### src/rtl/keypad_fifo_reader.sv
// Keypad handshake initiator: polls status, fetches and acks key codes into a FIFO,
// and exposes the FIFO to the CPU as a STATUS/DATA register pair plus a 4-digit history.
module keypad_fifo_reader #(
    parameter int DEPTH = 4,
    parameter int CW    = 3
) (
    input  logic        clk,
    input  logic        rst_n,
    output logic        kp_statusordata,
    output logic        kp_ack,
    input  logic [3:0]  kp_keyout,
    input  logic        cpu_sel,
    input  logic        cpu_rd,
    output logic [15:0] cpu_rdata,
    output logic [15:0] digits
);

    localparam int            PW      = (DEPTH > 1) ? $clog2(DEPTH) : 1;
    localparam logic [CW-1:0] DEPTH_C = CW'(DEPTH);

    typedef enum logic [1:0] {
        POLL   = 2'd0,
        FETCH  = 2'd1,
        SETTLE = 2'd2
    } state_t;

    state_t        state_q, state_d;
    logic [PW-1:0] wptr_q, wptr_d;
    logic [PW-1:0] rptr_q, rptr_d;
    logic [CW-1:0] count_q, count_d;
    logic          underflow_q, underflow_d;
    logic [15:0]   digits_q, digits_d;
    logic [3:0]    mem_q [DEPTH];

    logic          push;
    logic          pop;
    logic          data_rd;
    logic          empty;
    logic [4:0]    count5;

    always_comb begin
        state_d         = state_q;
        kp_statusordata = 1'b1;
        kp_ack          = 1'b0;
        case (state_q)
            POLL: begin
                // Full check uses the pre-edge count, so a same-cycle pop only unblocks next cycle.
                if (kp_keyout[0] && (count_q < DEPTH_C)) begin
                    state_d = FETCH;
                end
            end
            FETCH: begin
                kp_statusordata = 1'b0;
                kp_ack          = 1'b1;
                state_d         = SETTLE;
            end
            SETTLE: begin
                state_d = POLL;
            end
            default: begin
                state_d = POLL;
            end
        endcase
    end

    assign push    = (state_q == FETCH);
    assign data_rd = cpu_rd & ~cpu_sel;
    assign empty   = (count_q == '0);
    assign pop     = data_rd & ~empty;

    always_comb begin
        wptr_d      = wptr_q + PW'(push);
        rptr_d      = rptr_q + PW'(pop);
        count_d     = count_q + CW'(push) - CW'(pop);
        underflow_d = underflow_q;
        digits_d    = digits_q;
        if (data_rd && empty) begin
            underflow_d = 1'b1;
        end else if (cpu_rd && cpu_sel) begin
            underflow_d = 1'b0;
        end
        if (push) begin
            digits_d = {digits_q[11:0], kp_keyout};
        end
    end

    always_ff @(posedge clk or negedge rst_n) begin
        if (!rst_n) begin
            state_q     <= POLL;
            wptr_q      <= '0;
            rptr_q      <= '0;
            count_q     <= '0;
            underflow_q <= 1'b0;
            digits_q    <= 16'h0000;
        end else begin
            state_q     <= state_d;
            wptr_q      <= wptr_d;
            rptr_q      <= rptr_d;
            count_q     <= count_d;
            underflow_q <= underflow_d;
            digits_q    <= digits_d;
        end
    end

    // Storage is only observable through count, so it needs no reset.
    always_ff @(posedge clk) begin
        if (push) begin
            mem_q[wptr_q] <= kp_keyout;
        end
    end

    assign count5 = 5'(count_q);

    always_comb begin
        cpu_rdata = 16'h0000;
        if (cpu_sel) begin
            cpu_rdata = {8'h00, underflow_q, 2'b00, count5};
        end else if (!empty) begin
            cpu_rdata = {12'h000, mem_q[rptr_q]};
        end
    end

    assign digits = digits_q;

endmodule

### config.mk
export PLATFORM = sky130hd
export DESIGN_NAME = keypad_fifo_reader
export DESIGN_NICKNAME = d
export VERILOG_FILES = /design/src/rtl/keypad_fifo_reader.sv
export SDC_FILE = /design/constraint.sdc
export NUM_CORES = 1
export LEC_CHECK = 0
export CAP_MARGIN = 30
export CORE_MARGIN = 1.5
export CORE_UTILIZATION = 55
export CTS_BUF_LIST = sky130_fd_sc_hd__clkbuf_4 sky130_fd_sc_hd__clkbuf_8
export DETAILED_ROUTE_END_ITERATION = 16
export PLACE_DENSITY = 0.85
export SLEW_MARGIN = 15
export SYNTH_ARGS = -nofsm -noshare
export SYNTH_HDL_FRONTEND = slang
export SYNTH_SLANG_ARGS = --single-unit
### constraint.sdc
create_clock -name clk -period 3 [get_ports clk]
set_input_delay 0.3 -clock clk [delete_from_list [all_inputs] [get_ports clk]]
set_output_delay 0.3 -clock clk [all_outputs]
set_load 0.1 [all_outputs]
== After elaboration in Yosys (flattened, before gate mapping) ==
Memories as Yosys holds them, arrays and structs flattened.
Index checks and enable logic that the tools add are counted.

* Add/subtract/negate cells: 4
* $mul: 0
* Div/mod/pow operators: 0
* Order comparisons: 1
* Equality and inequality tests: 2
* Shifts and indexed selects: 0
* Mux-type cells: 9
* Bitwise operators: 4
* Reductions and logical operators: 6

{| class="wikitable"
|+ Operators by type and width
! cell !! count
|-
| two-way mux 8 bit || 1
|-
| two-way mux 1 bit || 5
|-
| adder 2 x 1 -> 2 bit || 2
|-
| two-way mux 4 bit || 1
|-
| one-hot mux 2 bit (2 select lines) || 1
|-
| adder 3 x 1 -> 3 bit || 1
|-
| logical AND 1 bit || 3
|-
| logical NOT 3 bit || 1
|-
| < comparator 3 bit, second input constant || 1
|-
| subtractor 3 x 1 -> 3 bit || 1
|-
| AND 1 bit || 2
|-
| == test 2 x 1 -> 1 bit, second input constant || 1
|-
| logical NOT 2 bit || 1
|-
| two-way mux 2 bit || 1
|-
| inequality test 2 bit, second input constant || 1
|-
| inverter 1 bit || 2
|-
| nonzero test 2 bit || 1
|}

* Flip-flop bits (word level): 26
* Bits in latches: 0
* Bits in writable memories: 16
* Memory bits (read-only): 0
* Bits of input ports: 8
* Word-level logic and storage cells: 33
* Memories: 1

{| class="wikitable"
|+ Memories
! memory !! depth !! bits a word !! rd ports !! clocked after memory_dff !! write ports !! RTL line !! RTL
|-
| mem_q || 4 || 4 || 1 || 0 || 1 || 33 || <nowiki>logic [3:0] mem_q [DEPTH];</nowiki>
|}

== Logic depth before layout (Yosys ltp) ==
Gate-level depths: netlist of the first run.

* Depth after elaboration: 4
* Mapped depth: 8

== Worst setup path before layout of the first run ==
OpenSTA, ideal clock, no wires.

* Path type: reg-to-output
* Start: reg rptr_q[1]
* End: out cpu_rdata[0]
* Data arrival time: 3031 ps
* Data required time: 2700 ps
* Path slack: -331 ps
* Stages on the path, launching flop included: 4
* Buffers on the path: 1
* Cells stage by stage: dfrtp_1 -> buf_4 -> mux2i_1 -> a222oi_1

* Longest elaborated chain between the ends: 3

{| class="wikitable"
|+ Ends and longest elaborated chain
! element !! RTL line !! RTL
|-
| start, declared || 29 || <nowiki>logic [PW-1:0] rptr_q, rptr_d;</nowiki>
|-
| start signal, assigned || 98 || <nowiki>rptr_q <= rptr_d;</nowiki>
|-
| memory (4 x 4 bit) || -- ||
|-
| two-way mux 4 bit || 118 || <nowiki>end else if (!empty) begin</nowiki>
|-
| two-way mux 8 bit || 116 || <nowiki>if (cpu_sel) begin</nowiki>
|-
| end, declared || 14 || <nowiki>output logic [15:0] cpu_rdata,</nowiki>
|}

Every way passes these cells.

== Worst setup path after layout of the first run ==
* Start: in cpu_sel
* End: out cpu_rdata[0]

* Longest elaborated chain between the ends: 1

{| class="wikitable"
|+ Ends and longest elaborated chain
! element !! RTL line !! RTL
|-
| start, declared || 12 || <nowiki>input logic cpu_sel,</nowiki>
|-
| two-way mux 8 bit || 116 ||
|}

Every way passes these cells.

==> flow_metrics.py, run 1 <==
metrics = {
    "outcome": {
        "outcome": "finished clean",
    },
    "min_path": {
        "hp-class": "input port to async pin",
    },
    "setup_path": {
        "setup.worst_path.start_class": "input port",
        "cpPeakStageDelay_ns": 0.70,
        "critical_path_class": "input port to output pin",
        "path_max_fanout": 9,
        "startpoint": "cpu_sel",
        "worstPathArrival_ns": 1.90,
        "cp.required_ns": 2.70,
        "cp_slowest_cell": "clkdlybuf4s50_1",
        "end_kind": "output pin",
        "worstPathCellList": "clkdlybuf4s50_1 > nor2_1 > a222oi_1 > buf_12",
        "timing.rr.start": "count_q[2]",
    },
    "global_routing": {
        "grt-busiest-layer": "met2",
        "grt.overflow.total": 0,
        "grt_pass1_wl_um": 5000,
        "grt_max_degree": 27,
        "grt_pass1_vias": 1096,
        "use_met2_pct": 31.3,
        "met1_usage_pct": 24.0,
        "gr-usage-met3_pct": 6.61,
        "antenna_found_initial": 0,
        "grt_use_total_pct": 19.6,
    },
    "layout": {
        "drive_gt1_share_pct": 21.3,
        "fin_cells": 232,
        "n_antenna_cell": 0,
        "fin_nets": 198,
        "fillers": 251,
        "syn2layout_area_growth_pct": 20.0,
        "final_area_um2": 2190,
    },
    "synth": {
        "postSynthCellCount": 154,
        "synth-main-ff-cell": "dfrtp_1",
        "synth-seq-cells": 42,
        "synth_area_um2": 1820,
        "avgSynthCellArea_um2": 11.8,
        "synth_seq_area_share_pct": 62.0,
        "ys_types": 35,
        "synth_edf_count": 16,
        "synthArstFlopShare_pct": 61.9,
        "yosys_warnings": 0,
    },
    "clock_network": {
        "clk_latency_ns": 0.35,
        "cts_buffer_depth": 2,
        "cts_hold_buf": 0,
        "cts_resized": 0,
        "clk_pin_slew_ns": 0.13,
        "root_buffer": "clkbuf_4",
        "postCtsSetupBuffers": 0,
        "cts_made_buffers": 5,
        "clock_sinks": 42,
        "cts_max_level": 2,
        "cts_tree": "done",
    },
    "timing": {
        "finalCriticalPeriod_ns": 2.20,
        "finalHoldViolations": 0,
        "finalSetupViolations": 0,
        "fin_hold_ws_ns": 0.311,
        "tightest_slew_ns": 0.961,
        "layout_setup_ws_ns": 0.796,
        "fmax_ghz": 0.454,
        "period_share_pct": 73.5,
        "fin_skew_ns": 0.0103,
        "report.final.slew_viol_count": 0,
        "slew_headroom_pct": 35.7,
        "rsz0062_at_grt": "no",
    },
    "routing": {
        "route.detailed.drc": 0,
        "dr.pass1.iters": 4,
        "vias": 1153,
        "wl_um": 3130,
        "drtIter0Drc": 54,
        "post_drt_via_cell_ratio": 4.97,
        "drt-wirelength-per-cell_um": 13.5,
        "ant_nets": 0,
    },
    "placement": {
        "placed_cells": 224,
        "place.gp.congestion": 0.858,
        "dp_slack_ns": 0.597,
        "dp_hpwl_um": 2220,
        "dpl_cell_area_um2": 2080,
        "io_buffers": 30,
    },
    "die": {
        "die_height_um": 60.6,
        "core_um2": 3100,
        "die_area_um2": 3670,
        "initial_core_util_pct": 58.7,
        "ioPinCount": 42,
        "die_x_um": 60.6,
        "rows": 20,
    },
    "run": {
        "drv_cap": 0,
    },
}
[final cells by class]
| type | count | area, µm² | share of cell area, % |
|---|---|---|---|
| flip-flops and latches | 42 | 1130 | 51.7 |
| multi-input cells | 101 | 598 | 27.3 |
| repair buffers | 32 | 273 | 12.5 |
| clock inverters | 2 | 60.1 | 2.75 |
| well taps | 44 | 55.1 | 2.52 |
| clock buffers | 6 | 51.3 | 2.35 |
| inverters | 5 | 18.8 | 0.858 |
[routing by layer]
metal | share of wire, % | wire, µm
met5 | 0 | 0
met4 | 1.4 | 45
met3 | 6.4 | 199
met2 | 49 | 1540
met1 | 43 | 1350
[path summary, 6_finish.rpt]
path	endpoint	slack [ns]	cells past startpoint
max	cpu_rdata[0]	0.80	4
min	digits[14]	0.31	2
max reg2reg	count_q[2]	0.92	8
min reg2reg	state_q[0]	0.43	1
max in group asynchronous	count_q[0]	2.43	2
min in group clk	state_q[0]	0.43	1
[worst max-delay path, delay by kind of cell]
family / cells / cell delay (ns)
AND/OR/NAND/NOR: 1 / 0.15
AO/OA/AOI/OAI: 1 / 0.52
buffers and inverters: 2 / 0.94
[state kept, by name, indices dropped and copies added, names as in the netlist]
register,flops
mem_q,16
rptr_q,2
count_q,3
digits,16
wptr_q,2
underflow_q,1
state_q,2
[cells in the mapped netlist, drive strengths merged (2+ instances only)]
library cell	number	area, µm²
inv	5	18.8
mux2i	6	60.1
buf	15	108
nor2	4	15.0
edfxtp	16	480
xor2	2	17.5
ha	2	25.0
nand2	49	184
xnor2	4	35.0
nor3b	3	38.8
dfrtp	26	651
and2	2	13.8
a21oi	3	15.0
nor3	2	21.3
[per-stage QoR]
stage	utilization, %	setup TNS (ns)
6_report	70.5	0
5_1_grt	70.5	0
4_1_cts	70.5	0
3_5_place_dp	66.9	0
3_3_place_gp	66.9	0
2_1_floorplan	-	-0.329
[cell families after synthesis]
group	synth area share (%)
fa+ha+maj	2.47
xor+xnor	2.88
other cells	0.206
mux	4.53
simple gates	17.0
buf+inv	7.21
compound gates	3.64
flops	62.0
[cell usage in the layout (no fill, tap or decap), drive strengths merged, types with 2 or more instances in the layout]
master | netlist | final
nor3 | 2 | 2
nand2 | 49 | 49
mux2i | 6 | 6
edfxtp | 16 | 16
bufinv | 0 | 2
inv | 5 | 5
xnor2 | 4 | 4
a21oi | 3 | 3
xor2 | 2 | 2
nor3b | 3 | 3
conb | 1 | 11
dfrtp | 26 | 26
nor2 | 4 | 4
ha | 2 | 2
buf | 15 | 24
and2 | 2 | 2
clkdlybuf4s50 | 0 | 8
clkbuf | 1 | 6
Power of run 1 is not shown: default switching activity piles up to over one toggle a cycle in this logic, so the estimate is an artifact.
==> run 2, diff against run 1 <==
--- a/config.mk
+++ b/config.mk
@@ -7,10 +7,10 @@
 export LEC_CHECK = 0
 export CAP_MARGIN = 30
 export CORE_MARGIN = 1.5
-export CORE_UTILIZATION = 55
+export CORE_UTILIZATION = 51
 export CTS_BUF_LIST = sky130_fd_sc_hd__clkbuf_4 sky130_fd_sc_hd__clkbuf_8
 export DETAILED_ROUTE_END_ITERATION = 16
-export PLACE_DENSITY = 0.85
+export PLACE_DENSITY = 0.79
 export SLEW_MARGIN = 15
 export SYNTH_ARGS = -nofsm -noshare
 export SYNTH_HDL_FRONTEND = slang
==> constraint.sdc (replaced) <==
create_clock -name clk -period 2.1 [get_ports clk]
set_input_delay 0.21 -clock clk [delete_from_list [all_inputs] [get_ports clk]]
set_output_delay 0.21 -clock clk [all_outputs]
set_load 0.1 [all_outputs]
==> run 2 against run 1 <==
Sequential share of layout area down 2.6 points. Sequential cell count unchanged. Register-to-register slack worse by 0.67 ns. Final cell count up 4.3%. Count of clock-buffer cells in the layout unchanged. Critical path type unchanged. Critical endpoint unchanged. Via count down 0.78%. Hold slack worse by 0.094 ns. Non-clock buffer count up 8. Wire length up 4.6%. Setup slack worse by 0.67 ns.
==> flow_metrics.py, run 2 (synthesis gave the netlist of run 1 again) <==
metrics = {
    "die": {
        "die_height_um": 62.8,
        "initial_core_util_pct": 53.8,
        "die_x_um": 62.8,
        "rows": 21,
        "core_um2": 3390,
        "ioPinCount": 42,
        "die_area_um2": 3940,
    },
    "setup_path": {
        "worstPathCellList": "clkdlybuf4s50_1 > buf_4 > nor2b_2 > a222oi_1 > buf_12",
        "critical_path_class": "input port to output pin",
        "cpPeakStageDelay_ns": 0.53,
        "reg2reg_depth": 7,
        "end_kind": "output pin",
        "timing.rr.start": "count_q[2]",
        "worstPathArrival_ns": 1.76,
        "cp_slowest_cell": "clkdlybuf4s50_1",
        "r2r-end": "count_q[2]",
        "cp.required_ns": 1.89,
        "path_max_fanout": 8,
        "setup.worst_path.start_class": "input port",
        "rrSetupSlack_ns": 0.25,
    },
    "global_routing": {
        "grt.overflow.total": 0,
        "grt_pass1_vias": 1146,
        "grt_pass1_wl_um": 5620,
        "grt_max_degree": 27,
        "antenna_found_initial": 0,
        "grt_use_total_pct": 18.6,
    },
    "timing": {
        "finalCriticalPeriod_ns": 1.97,
        "finalSetupViolations": 0,
        "tightest_slew_ns": 0.591,
        "fmax_ghz": 0.508,
        "period_share_pct": 93.8,
        "rsz0062_at_grt": "no",
        "report.final.slew_viol_count": 0,
        "finalHoldViolations": 0,
        "layout_setup_ws_ns": 0.130,
        "slew_headroom_pct": 60.3,
        "fin_skew_ns": 0.0119,
    },
    "outcome": {
        "outcome": "finished clean",
    },
    "placement": {
        "dp_slack_ns": 0.0576,
        "place.gp.congestion": 0.829,
        "dpl_cell_area_um2": 2220,
        "io_buffers": 30,
        "placed_cells": 234,
        "dp_hpwl_um": 2400,
    },
    "clock_network": {
        "cts_buffer_depth": 2,
        "cts_made_buffers": 5,
        "cts_max_level": 2,
        "clk_pin_slew_ns": 0.12,
        "clock_sinks": 42,
        "root_buffer": "clkbuf_4",
        "cts_tree": "done",
        "clk_latency_ns": 0.35,
        "cts_hold_buf": 0,
    },
    "routing": {
        "drt-wirelength-per-cell_um": 13.5,
        "ant_nets": 0,
        "wl_um": 3280,
        "route.detailed.drc": 0,
        "drtIter0Drc": 35,
        "post_drt_via_cell_ratio": 4.73,
        "dr.pass1.iters": 6,
        "vias": 1144,
    },
    "layout": {
        "fin_cells": 242,
        "final_cell_mix": "nand2_1, buf_4, dfrtp_1",
        "drive_gt1_share_pct": 26.0,
        "final_area_um2": 2300,
        "layout_commonest_cell": "nand2_1",
        "n_antenna_cell": 0,
        "fin_nets": 206,
        "syn2layout_area_growth_pct": 26.4,
    },
    "run": {
        "drv_cap": 0,
    },
    "min_path": {
        "hp-class": "input port to async pin",
    },
}
-- run 2: layer usage --
layer / up-vias / GRT usage [%] / part of all wire [%]
met5: - / 0 / 0
met4: 0 / 6.67 / 1.1
met3: 4 / 4.86 / 4.7
met2: 32 / 32.0 / 51
met1: 543 / 22.8 / 43
li1: 565 / - / -
-- run 2: layout make-up --
cell class / instances / area (µm²)
multi-input cells: 101 / 608
clock inverters: 2 / 37.5
clock buffers: 6 / 45.0
inverters: 5 / 18.8
flip-flops and latches: 42 / 1130
repair buffers: 40 / 405
fillers: 258 / 1080
well taps: 46 / 57.6
-- run 2: repair_timing --
action	4_1_cts	5_1_grt
endpoints found under the setup margin	0	1
setup buffers	0	0
gates resized for setup	0	1
-- run 2: worst max-delay path by stage --
stage	from	endpoint	slack (ns)	cells past startpoint
2_1_floorplan	rptr_q[1]	cpu_rdata[0]	-1.14	3
3_3_place_gp	cpu_sel	count_q[2]	0.1	8
3_5_place_dp	cpu_rd	count_q[2]	0.06	8
4_1_cts	rptr_q[1]	cpu_rdata[0]	0.03	3
5_1_grt	state_q[1]	kp_ack	0.04	5
6_report	cpu_sel	cpu_rdata[0]	0.13	5
-- run 2: metrics by stage --
| step | utilization [%] | hold WS (ns) | TNS [ns] |
|---|---|---|---|
| finish | 68.0 | 0.217 | 0 |
| global route | 68.0 | 0.223 | 0 |
| CTS | 68.0 | 0.208 | 0 |
| detailed placement | 65.5 | 0.413 | 0 |
| global placement | 65.5 | 0.410 | 0 |
| floorplan | - | -0.0856 | -1.14 |
-- run 2: critical path, delay by kind of cell --
kind            cells  cell delay (ns)
compound gates      1             0.52
simple gates        1             0.07
buf+inv             3             0.96
Power of run 2 is left out for the same reason.
==> run 3, diff against run 2 <==
--- a/config.mk
+++ b/config.mk
@@ -5,13 +5,12 @@
 export SDC_FILE = /design/constraint.sdc
 export NUM_CORES = 1
 export LEC_CHECK = 0
-export CAP_MARGIN = 30
+export CAP_MARGIN = 15
 export CORE_MARGIN = 1.5
 export CORE_UTILIZATION = 51
 export CTS_BUF_LIST = sky130_fd_sc_hd__clkbuf_4 sky130_fd_sc_hd__clkbuf_8
 export DETAILED_ROUTE_END_ITERATION = 16
 export PLACE_DENSITY = 0.79
-export SLEW_MARGIN = 15
 export SYNTH_ARGS = -nofsm -noshare
 export SYNTH_HDL_FRONTEND = slang
 export SYNTH_SLANG_ARGS = --single-unit
==> results of run 3 <==
No change in the layout: final DEF, timing and power equal those of run 2.
Power of run 3 is left out for the same reason.
